==> config.mk <==
export PLATFORM = sky130hd
export DESIGN_NAME = seq_detect_param_flat
export DESIGN_NICKNAME = d
export VERILOG_FILES = /design/src/rtl/seq_detect_param_if.sv /design/src/rtl/seq_detect_param.sv /design/src/flat_wrapper.sv
export SDC_FILE = /design/constraint.sdc
export NUM_CORES = 1
export LEC_CHECK = 0
export ABC_AREA = 1
export CORE_MARGIN = 5
export CORE_UTILIZATION = 40
export CTS_CLUSTER_SIZE = 16
export DETAILED_ROUTE_END_ITERATION = 12
export SETUP_SLACK_MARGIN = 0.3
export SLEW_MARGIN = 40
export SYNTH_ARGS = -nofsm -noshare
export SYNTH_HDL_FRONTEND = slang
export SYNTH_SLANG_ARGS = --single-unit
==> constraint.sdc <==
create_clock -name clk -period 2 [get_ports clk]
set_input_delay 0.5 -clock clk [delete_from_list [all_inputs] [get_ports clk]]
set_output_delay 0.5 -clock clk [all_outputs]
set_load 0.005 [all_outputs]
==> src/rtl/seq_detect_param_if.sv <==
// Bus between the serial line receiver side and the pattern detector.
// The master drives the qualified bit stream and control; the slave
// (the detector) returns the match pulse, counter and fill level.
interface seq_detect_param_if #(
  parameter int CNT_W  = 8,
  parameter int FILL_W = 3
);
  logic              en;
  logic              inp;
  logic              overlap;
  logic              clr_cnt;
  logic              w;
  logic [CNT_W-1:0]  match_cnt;
  logic [FILL_W-1:0] fill;

  modport master (
    output en, inp, overlap, clr_cnt,
    input  w, match_cnt, fill
  );

  modport slave (
    input  en, inp, overlap, clr_cnt,
    output w, match_cnt, fill
  );
endinterface

==> src/rtl/seq_detect_param.sv <==
// Parametrised serial pattern detector. A PAT_LEN-bit shift history plus a
// fill level (bits collected toward a match) form the whole state. A match
// gives a registered one-cycle pulse on w and bumps a saturating counter.
// Overlap mode decides whether the matched bits may seed the next match.
module seq_detect_param #(
  parameter int PAT_LEN = 7,
  parameter     PATTERN = 7'b0111110,
  parameter int CNT_W   = 8,
  parameter int FILL_W  = $clog2(PAT_LEN + 1)
) (
  input logic               clk,
  input logic               rst,
  seq_detect_param_if.slave bus
);

  // Elaboration guards: bad length or a pattern literal of the wrong width.
  if (PAT_LEN < 2 || PAT_LEN > 32) begin : g_bad_len
    $fatal(1, "seq_detect_param: PAT_LEN must be in 2..32");
  end
  if ($bits(PATTERN) != PAT_LEN) begin : g_bad_pat
    $fatal(1, "seq_detect_param: PATTERN width must equal PAT_LEN");
  end

  localparam logic [PAT_LEN-1:0] PAT      = PAT_LEN'(PATTERN);
  localparam logic [FILL_W-1:0]  FILL_MAX = FILL_W'(PAT_LEN);
  localparam logic [CNT_W-1:0]   CNT_MAX  = '1;

  logic [PAT_LEN-1:0] hist_q, hist_n, hist_d;
  logic [FILL_W-1:0]  fill_q, fill_n, fill_d;
  logic [CNT_W-1:0]   cnt_q, cnt_d;
  logic               w_q;
  logic               hit;

  // Next history/fill, match detection, retention policy and counter update.
  always_comb begin
    // NOTE: every variable gets a default first so no path leaves it unassigned (no latch).
    hist_n = hist_q;
    fill_n = fill_q;
    if (bus.en) begin
      hist_n = {hist_q[PAT_LEN-2:0], bus.inp};
      fill_n = (fill_q == FILL_MAX) ? fill_q : fill_q + 1'b1;
    end

    hit = bus.en && (fill_n == FILL_MAX) && (hist_n == PAT);

    // Without overlap a match consumes its bits; the next one starts fresh.
    hist_d = hist_n;
    fill_d = fill_n;
    if (hit && !bus.overlap) begin
      hist_d = '0;
      fill_d = '0;
    end

    // Clear wins over the old value but still counts a same-edge match.
    cnt_d = cnt_q;
    if (bus.clr_cnt) begin
      cnt_d = hit ? CNT_W'(1) : '0;
    end else if (hit && cnt_q != CNT_MAX) begin
      cnt_d = cnt_q + 1'b1;
    end
  end

  // State and output registers; reset drops any partial history at once.
  always_ff @(posedge clk or negedge rst) begin
    if (!rst) begin
      hist_q <= '0;
      fill_q <= '0;
      cnt_q  <= '0;
      w_q    <= 1'b0;
    end else begin
      // NOTE: non-blocking assignments so every register samples pre-edge values.
      hist_q <= hist_d;
      fill_q <= fill_d;
      cnt_q  <= cnt_d;
      w_q    <= hit;
    end
  end

  assign bus.w         = w_q;
  assign bus.match_cnt = cnt_q;
  assign bus.fill      = fill_q;

endmodule

==> src/flat_wrapper.sv <==
// flat-port wrapper written by rule: the top's interface ports become plain ports
module seq_detect_param_flat 
#(
  parameter int PAT_LEN = 7,
  parameter     PATTERN = 7'b0111110,
  parameter int CNT_W   = 8,
  parameter int FILL_W  = $clog2(PAT_LEN + 1)
)
  (clk, rst, bus_en, bus_inp, bus_overlap, bus_clr_cnt, bus_w, bus_match_cnt, bus_fill);
  seq_detect_param_if #(.CNT_W(CNT_W), .FILL_W(FILL_W)) bus_i ();
  input logic clk;
  input logic rst;
  input wire logic [$bits(bus_i.en)-1:0] bus_en;
  input wire logic [$bits(bus_i.inp)-1:0] bus_inp;
  input wire logic [$bits(bus_i.overlap)-1:0] bus_overlap;
  input wire logic [$bits(bus_i.clr_cnt)-1:0] bus_clr_cnt;
  output wire logic [$bits(bus_i.w)-1:0] bus_w;
  output wire logic [$bits(bus_i.match_cnt)-1:0] bus_match_cnt;
  output wire logic [$bits(bus_i.fill)-1:0] bus_fill;
  assign bus_i.en = bus_en;
  assign bus_i.inp = bus_inp;
  assign bus_i.overlap = bus_overlap;
  assign bus_i.clr_cnt = bus_clr_cnt;
  assign bus_w = bus_i.w;
  assign bus_match_cnt = bus_i.match_cnt;
  assign bus_fill = bus_i.fill;
  seq_detect_param #(.PAT_LEN(PAT_LEN), .PATTERN(PATTERN), .CNT_W(CNT_W), .FILL_W(FILL_W)) u_core (.clk(clk), .rst(rst), .bus(bus_i));
endmodule
==> flow_summary.ini, run 1 <==
[status]
run_status = completed

[cts]
clockRootBuffer = clkbuf_4
cts_made_buffers = 3
cts_tree = built
clk_latency_ns = 0.29
cts_sinks = 19
clk_pin_slew_worst_paths_ns = 0.11
cts_buffer_depth = 2
cts_htree_levels = 1

[synthesis]
synth_seq_cells = 19
synthXorXnorAreaFrac_pct = 4.03
netlist-cell-type-count = 23
synth_compound_area_share_pct = 5.99
syn-cell-area_um2 = 1090
synth.area.mux_share_pct = 0
syn_area_per_cell_um2 = 7.99
ys_top_cells_by_count = nand2_1, inv_1, dfrtp_1, nand3_1, nor2_1
yosys.area_share.simple_pct = 33.9
synth-warning-count = 0
yosysSeqAreaShare_pct = 43.8
async_flop_share_pct = 100
syn_nets = 144
synth_top_area_cell = dfrtp_1
synth_top_area_share_pct = 43.8
synth-edff-count = 0
syn_inst = 136
yosysMostFrequentCell = nand2_1
synthAdderAreaFrac_pct = 2.30
synth_area_leaders = dfrtp_1, nand2_1, nand3_1
synth_ff_type = dfrtp_1
synth_top_family_by_area = simple AND/OR/NAND/NOR gates

[cells_and_area]
diodes = 0
area_delta_synth_final_pct = 47.8
nFillCells = 235
drive_gt1_share_pct = 30.4
nets = 193

[global_routing]
grt_pass1_wl_um = 4320
antenna_found_initial = 0
grtUsageTotal_pct = 13.3
grt-ovfl-total = 0
grt_max_degree = 20
grt_pass1_vias = 986

[critical_path]
critPathKind = in2reg
setup.worst_path.end_class = flip-flop
crit_required_ns = 2.20
cp.arrival_ns = 1.85
rr_startpoint = u_core.bus.fill[1]$_DFF_PN0_
r2r-end = u_core.hist_q[1]$_DFF_PN0_
startpoint = bus_inp
critPathLaunchType = input pin
worst-r2r-setup-slack_ns = 0.36
worstRegToRegCells = 10
cp_max_fo = 4

[route]
route.met2.wl_um = 1180
dr.pass1.iters = 4
remaining_drc_errors = 0
detail-route-antenna-nets = 0
finalWirelength_um = 2450
dr_wl_met3_um = 73
wl_met1_um = 1180
wl_per_cell_um = 11.4
drt_iter0_markers = 27
top_layer_used = met4
vias = 988
vias_per_cell = 4.62

[sta]
min_period_over_period_pct = 82.6
timing.fmax_mhz = 605
rsz0062_at_grt = yes
tightest_slew_ns = 0.435
hold_viol_final = 0
setup_viol = 0
finalSetupTns_ns = 0
finalMaxSlewViolations = 0
finalClockSkew_ns = 0.00294
period_needed_ns = 1.65
slew-limit-headroom_pct = 71.0
fin_ws_ns = 0.348

[die]
die_y_um = 62.1
start_util_pct = 42.7
die_area_um2 = 3860
boundaryPins = 18
core_area_um2 = 2540
die_w_um = 62.1
rows = 18

[power]
p_per_area_nw_per_um2 = 695
p_leak_nw = 0.983
ir_worst_vdd_v = 0.000863

[placed_design]
hpwl_um = 1590
io_buffers = 17
pre_cts_ws_ns = -0.208
gp_congestion = 0.772

[run]
drv_cap = 0

[worst_hold_path]
hold_class = in2async
==> final cells by class <==
type	instances	area, µm²	share of cell area, %
flip-flops and latches	19	475	29.6
inverters	25	98.8	6.16
multi-input cells	91	562	35.0
clock buffers	4	26.3	1.64
repair buffers	45	405	25.3
well taps	30	37.5	2.34
==> flip-flops by register name (all words and copies together), names as in the netlist <==
| name | count |
|---|---|
| u_core.bus.w | 1 |
| u_core.bus.fill | 3 |
| u_core.bus.match_cnt | 8 |
| u_core.hist_q | 7 |
==> cell usage in the layout (no fill, tap or decap), drive strengths merged, types with 5 or more instances in the layout <==
master	count
buf	28
clkbuf	5
clkdlybuf4s50	6
dfrtp	19
dlymetal6s2s	7
inv	24
nand2	44
nand3	22
nor2	8
xor2	5
==> critical path, cell delays in order <==
cell             delay, ns
clkdlybuf4s50_1       0.40
inv_1                 0.05
nand2_1               0.07
o21ai_4               0.08
nand3_2               0.11
nor2_4                0.21
nand2_4               0.07
or2_4                 0.26
nand2_2               0.07
inv_1                 0.04
==> cells by family (layout without fill, tap and decap cells) <==
logic type / Yosys count / in the layout
xor+xnor: 5 / 5
buf+inv: 27 / 74
flops: 19 / 19
simple gates: 75 / 76
compound gates: 8 / 8
fa+ha+maj: 2 / 2
==> how the worst max path moves through the flow <==
| stage | endpoint | depth (start not counted) |
|---|---|---|
| after detailed placement | u_core.bus.match_cnt[5]$_DFFE_PN0P_ | 12 |
| final | u_core.hist_q[1]$_DFF_PN0_ | 10 |
| after global routing | u_core.hist_q[1]$_DFF_PN0_ | 10 |
| after CTS | bus_fill[2] | 1 |
| after global placement | u_core.bus.match_cnt[6]$_DFFE_PN0P_ | 12 |
| after floorplan | u_core.hist_q[1]$_DFF_PN0_ | 10 |
==> report_power, final <==
group	switching (mW)	total (mW)	internal, mW
clock network	0.119	0.196	0.0775
logic	0.252	0.471	0.219
registers	0.0257	0.449	0.423
==> metal layers <==
| metal | global-route usage [%] | up-vias |
|---|---|---|
| met5 | 0 | - |
| met1 | 18.5 | 458 |
| li1 | - | 514 |
| met3 | 2.16 | 2 |
| met2 | 20.7 | 14 |
| met4 | 4.88 | 0 |
==> repair_timing <==
action | 4_1_cts | 5_1_grt
setup endpoints to repair | 26 | 21
hold buffers | 0 | 0
buffers inserted | 17 | 4
pin swaps | 7 | 7
resized for setup | 12 | 20
gates cloned | 1 | 0
==> per-stage QoR <==
stage | instance area, µm² | utilization (%) | hold slack (ns) | total power [mW] | instances
6_report | 1610 | 63.1 | 0.526 | 1.12 | 214
4_1_cts | 1520 | 59.6 | 0.530 | 1.07 | 210
3_3_place_gp | 1330 | 52.3 | 0.558 | 0.804 | 188
2_1_floorplan | 1090 | - | 0.204 | 0.701 | 136
3_5_place_dp | 1330 | 52.3 | 0.564 | 0.813 | 188
5_1_grt | 1610 | 63.1 | 0.549 | 1.20 | 214
No activity file was read; power rests on OpenSTA's default activity.
==> run 2: changes to the inputs <==
--- a/config.mk
+++ b/config.mk
@@ -10,6 +10,7 @@
 export CORE_UTILIZATION = 40
 export CTS_CLUSTER_SIZE = 16
 export DETAILED_ROUTE_END_ITERATION = 12
+export PLACE_DENSITY = 0.65
 export SETUP_SLACK_MARGIN = 0.3
 export SLEW_MARGIN = 40
 export SYNTH_ARGS = -nofsm -noshare
==> constraint.sdc (replaced) <==
create_clock -name clk -period 1.5 [get_ports clk]
set_input_delay 0.375 -clock clk [delete_from_list [all_inputs] [get_ports clk]]
set_output_delay 0.375 -clock clk [all_outputs]
set_load 0.005 [all_outputs]
==> run 2 against run 1 <==
Combinational power rose by 80%; the flow now finishes with violations (negative setup slack); clock power grew 40%; via count increased by 0.10%; first-iteration DRC count is 11% lower; wire length rose by 2.8%; total power is 55% higher; die area is the same; highest routed layer unchanged; worst hold slack got worse by 0.14 ns; critical path depth stayed put; clock skew decreased by 0.00079 ns.
==> flow_summary.ini, run 2 (synthesized netlist as in run 1, its figures left out) <==
[status]
run_status = complete, but fails checks
violations = negative setup slack

[worst_hold_path]
hold_class = in2async

[cells_and_area]
largest_reg_flops = 8
nFillCells = 214
mostFrequentLayoutCells = nand2_1, inv_1, buf_4, dfrtp_1
nets = 192
diodes = 0
multi_input_area_um2 = 626
regArea_um2 = 475
area_delta_synth_final_pct = 50.9
final_common_cell = nand2_1
drive_gt1_share_pct = 42.1
postLayoutCoreUtil_pct = 64.4

[global_routing]
antenna_found_initial = 0
grtUsageTotal_pct = 13.4
use_met3_pct = 2.16
grt_max_degree = 20
grt_pass1_wl_um = 4260
top_usage_layer = met2
grt_pass1_vias = 985
grt-ovfl-total = 0
met2_usage_pct = 23.1
use_met1_pct = 15.7

[sta]
finalMaxSlewViolations = 0
fin_ws_ns = -0.114
rsz0062_at_grt = yes
timing.fmax_mhz = 620
setup_viol = 16
finalSetupTns_ns = -0.842
slew-limit-headroom_pct = 83.0
min_period_over_period_pct = 108
tightest_slew_ns = 0.255
period_needed_ns = 1.61
hold_viol_final = 0
finalClockSkew_ns = 0.00214

[die]
rows = 18
core_area_um2 = 2540
die_w_um = 62.1
die_y_um = 62.1
boundaryPins = 18
die_area_um2 = 3860
start_util_pct = 42.7

[route]
vias_per_cell = 4.64
remaining_drc_errors = 0
wl_per_cell_um = 11.8
dr.pass1.iters = 4
detail-route-antenna-nets = 0
drt_iter0_markers = 24
vias = 989
finalWirelength_um = 2520

[critical_path]
setup.worst_path.end_class = flip-flop
rr_startpoint = u_core.bus.fill[0]$_DFF_PN0_
r2r-end = u_core.hist_q[4]$_DFF_PN0_
cp.arrival_ns = 1.83
crit_required_ns = 1.72
critPathKind = reg2reg
critPathLaunchType = flip-flop
cp_max_fo = 4
worst-r2r-setup-slack_ns = -0.11
worstRegToRegCells = 10

[placed_design]
gp_congestion = 0.773
io_buffers = 17
hpwl_um = 1650

[cts]
clk_latency_ns = 0.31
clk_pin_slew_worst_paths_ns = 0.11
clockRootBuffer = clkbuf_4
cts_buffer_depth = 2
cts_tree = built
cts_made_buffers = 3
cts_htree_levels = 1
cts_sinks = 19
ctsHoldBuffers = 0

[power]
p_per_area_nw_per_um2 = 1060
p_leak_nw = 0.898
ir_worst_vdd_v = 0.000998

[run]
drv_cap = 0
-- run 2: changes by cell type in the layout (fill, tap and decap cells not counted), moves of 3 or more --
cell            previous run  this run
buf_2                      0         8
buf_4                     26        19
buf_6                      1        11
dlymetal6s2s_1             7         0
nand2_1                   32        35
nand3_1                   18         9
nand3_2                    3        11
-- run 2: layout make-up --
class | instances | area share, %
well taps | 30 | 2.29
multi-input cells | 91 | 38.2
inverters | 25 | 6.03
flip-flops and latches | 19 | 29.0
repair buffers | 44 | 22.9
clock buffers | 4 | 1.60
-- run 2: worst max path at each step --
stage / start / to / cells after the start
3_3_place_gp: bus_en / u_core.hist_q[2]$_DFF_PN0_ / 10
3_5_place_dp: bus_en / u_core.hist_q[2]$_DFF_PN0_ / 10
5_1_grt: u_core.bus.fill[0]$_DFF_PN0_ / u_core.hist_q[4]$_DFF_PN0_ / 10
6_report: u_core.bus.fill[0]$_DFF_PN0_ / u_core.hist_q[4]$_DFF_PN0_ / 10
4_1_cts: u_core.bus.fill[0]$_DFF_PN0_ / u_core.hist_q[2]$_DFF_PN0_ / 10
2_1_floorplan: u_core.bus.fill[0]$_DFF_PN0_ / u_core.hist_q[4]$_DFF_PN0_ / 10
-- run 2: worst max-delay path: stages (launching register included) --
cell and delay [ns]:
dfrtp_1 0.43, ha_4 0.19, nand2_4 0.07, nand2_4 0.07, nand2_4 0.06, o21ai_4 0.06
nor2_4 0.20, nand2_4 0.06, or2_4 0.25, nand2_1 0.09, inv_1 0.04
-- run 2: power breakdown --
group	switching (mW)	internal (mW)	total, mW	leakage (nW)
combinational	0.373	0.474	0.848	0.641
clock	0.170	0.104	0.274	0.0150
sequential	0.0435	0.564	0.608	0.242
total	0.587	1.14	1.73	0.898
-- run 2: layer usage --
| layer | wire [µm] | up-vias |
|---|---|---|
| met3 | 75 | 5 |
| met5 | 0 | - |
| met1 | 1120 | 455 |
| met2 | 1270 | 12 |
| li1 | - | 517 |
| met4 | 59 | 0 |
-- run 2: repair_timing --
item	CTS	global route
buffers inserted	9	5
endpoints found under the setup margin	29	29
gates resized for setup	63	18
pin swaps	7	7
cloned	1	0
-- run 2: per-stage QoR --
stage	total power [mW]	cell area (µm²)	std cells	setup slack (ns)	hold slack (ns)
global route	1.86	1640	213	-0.195	0.403
global placement	1.15	1410	194	-0.507	0.462
floorplan	0.958	1110	136	-0.0225	0.0794
detailed placement	1.16	1410	194	-0.541	0.473
CTS	1.50	1520	208	-0.0919	0.392
finish	1.73	1640	213	-0.114	0.384
==> run 3: changes to the inputs <==
--- a/config.mk
+++ b/config.mk
@@ -6,11 +6,11 @@
 export NUM_CORES = 1
 export LEC_CHECK = 0
 export ABC_AREA = 1
-export CORE_MARGIN = 5
-export CORE_UTILIZATION = 40
+export CORE_ASPECT_RATIO = 0.7
+export CORE_UTILIZATION = 45
 export CTS_CLUSTER_SIZE = 16
 export DETAILED_ROUTE_END_ITERATION = 12
-export PLACE_DENSITY = 0.65
+export PLACE_DENSITY = 0.72
 export SETUP_SLACK_MARGIN = 0.3
 export SLEW_MARGIN = 40
 export SYNTH_ARGS = -nofsm -noshare
==> run 3 against run 2 <==
The flow still finishes with violations (negative setup slack); final area shrank 3.4%; cell count grew 1.9%; sequential cell count unchanged; non-clock buffer count is 2 higher; highest routed layer unchanged.
==> flow_summary.ini, run 3 (synthesized netlist as in run 1, its figures left out) <==
[sta]
tightest_slew_ns = 0.248
period_needed_ns = 1.64
setup_viol = 16
hold_viol_final = 0
finalMaxSlewViolations = 0
rsz0062_at_grt = yes
finalClockSkew_ns = 0.00815
min_period_over_period_pct = 110
timing.fmax_mhz = 608
fin_ws_ns = -0.145
slew-limit-headroom_pct = 83.4
whs_ns = 0.389

[route]
remaining_drc_errors = 0
vias = 1045
vias_per_cell = 4.82
dr.pass1.iters = 4
wl_per_cell_um = 12.4
detail-route-antenna-nets = 0
drt_iter0_markers = 33
finalWirelength_um = 2700

[power]
ir_worst_vdd_v = 0.000589
p_per_area_nw_per_um2 = 981
p_leak_nw = 0.881

[global_routing]
grt_pass1_wl_um = 4480
grtUsageTotal_pct = 23.3
grt_pass1_vias = 1020
grt_max_degree = 20
grt-ovfl-total = 0
antenna_found_initial = 0

[worst_hold_path]
hold_class = in2async

[cts]
cts_htree_levels = 1
clockRootBuffer = clkbuf_4
cts_tree = built
cts_buffer_depth = 2
clk_latency_ns = 0.30
cts_made_buffers = 3
cts_sinks = 19
clk_pin_slew_worst_paths_ns = 0.11

[status]
violations = negative setup slack
run_status = complete, but fails checks

[critical_path]
r2r-end = u_core.hist_q[1]$_DFF_PN0_
setup.worst_path.end_class = flip-flop
crit_slowest_cell = dfrtp_1
cpPeakStageDelay_ns = 0.41
crit_required_ns = 1.71
worstRegToRegCells = 10
worst-r2r-setup-slack_ns = -0.14
cp_cell_sequence = ha_2, nand2_2, nand2_4, nand2_2, nand2_2, nor2_4, nand2_4, or2_4, nand2_2, inv_1
cp.arrival_ns = 1.85
critPathLaunchType = flip-flop
critPathKind = reg2reg
rr_startpoint = u_core.bus.fill[0]$_DFF_PN0_
cpMostUsedCell = nand2_2
cp_max_fo = 4

[placed_design]
gp_congestion = 0.829
pre_cts_ws_ns = -0.616
hpwl_um = 1730
io_buffers = 17

[die]
core_area_um2 = 2210
start_util_pct = 49.2
rows = 14
boundaryPins = 18
die_area_um2 = 2620
die_w_um = 60.7
die_y_um = 43.1

[cells_and_area]
drive_gt1_share_pct = 41.1
final_common_cell = nand2_1
largest_reg_flops = 8
mostFrequentLayoutCells = nand2_1, buf_4, inv_1, dfrtp_1, nand3_1
diodes = 0
area_delta_synth_final_pct = 45.7
nets = 194
nFillCells = 183

[run]
drv_cap = 0
## run 3: changes by cell type in the layout (fill, tap and decap cells not counted), sizes merged
cell / previous run / this run
buf: 39 / 40
clkbuf: 4 / 5
## run 3: what timing repair did
item	4_1_cts	5_1_grt
endpoints found under the setup margin	29	29
pin swaps	3	2
cloned	0	1
gates resized for setup	55	12
buffers inserted	13	2
hold buffers	0	0
## run 3: how the worst max path moves through the flow
stage	startpoint	to	slack [ns]	cells after the start
6_report	u_core.bus.fill[0]$_DFF_PN0_	u_core.hist_q[1]$_DFF_PN0_	-0.14	10
5_1_grt	u_core.bus.fill[0]$_DFF_PN0_	u_core.hist_q[1]$_DFF_PN0_	-0.22	10
4_1_cts	u_core.bus.fill[0]$_DFF_PN0_	u_core.hist_q[3]$_DFF_PN0_	-0.10	10
3_5_place_dp	bus_en	u_core.hist_q[3]$_DFF_PN0_	-0.62	11
3_3_place_gp	bus_en	u_core.hist_q[2]$_DFF_PN0_	-0.54	10
2_1_floorplan	u_core.bus.fill[0]$_DFF_PN0_	u_core.hist_q[4]$_DFF_PN0_	-0.02	10
## run 3: critical path: cells and delay by family, from the launching register on
kind                       cells  cell delay [ns]
and+or+nand+nor                8             0.92
DFF                            1             0.41
adders and majority gates      1             0.20
buffers and inverters          1             0.03
## run 3: per-stage QoR
| step | power [mW] | instance area [µm²] | setup TNS, ns | instances | utilization (%) |
|---|---|---|---|---|---|
| after CTS | 1.44 | 1530 | -0.952 | 214 | 69.1 |
| after global routing | 1.66 | 1580 | -2.86 | 217 | 71.7 |
| after global placement | 1.12 | 1420 | -8.23 | 197 | 64.3 |
| final | 1.55 | 1580 | -1.39 | 217 | 71.7 |
| after floorplan | 0.958 | 1110 | -0.0899 | 136 | - |
| after detailed placement | 1.14 | 1420 | -9.54 | 197 | 64.3 |
## run 3: layout make-up
class,instances,area (µm²),share of cell area (%)
multi-input cells,91,582,36.8
inverters,25,96.3,6.09
flip-flops and latches,19,475,30.0
well taps,32,40.0,2.53
repair buffers,46,363,22.9
clock buffers,4,26.3,1.66
## run 3: metal layers
| layer | up-vias | share of wire, % | global-route usage, % |
|---|---|---|---|
| li1 | 521 | - | - |
| met1 | 501 | 44 | 30.4 |
| met2 | 20 | 52 | 36.3 |
| met3 | 3 | 4.0 | 7.93 |
| met4 | 0 | 0.56 | 7.27 |
| met5 | - | 0 | 0 |
## run 3: where the power goes
group	internal (mW)	switching [mW]	leakage, nW	total [mW]
registers	0.565	0.0345	0.242	0.599
logic	0.330	0.361	0.624	0.691
clock network	0.104	0.159	0.0150	0.263
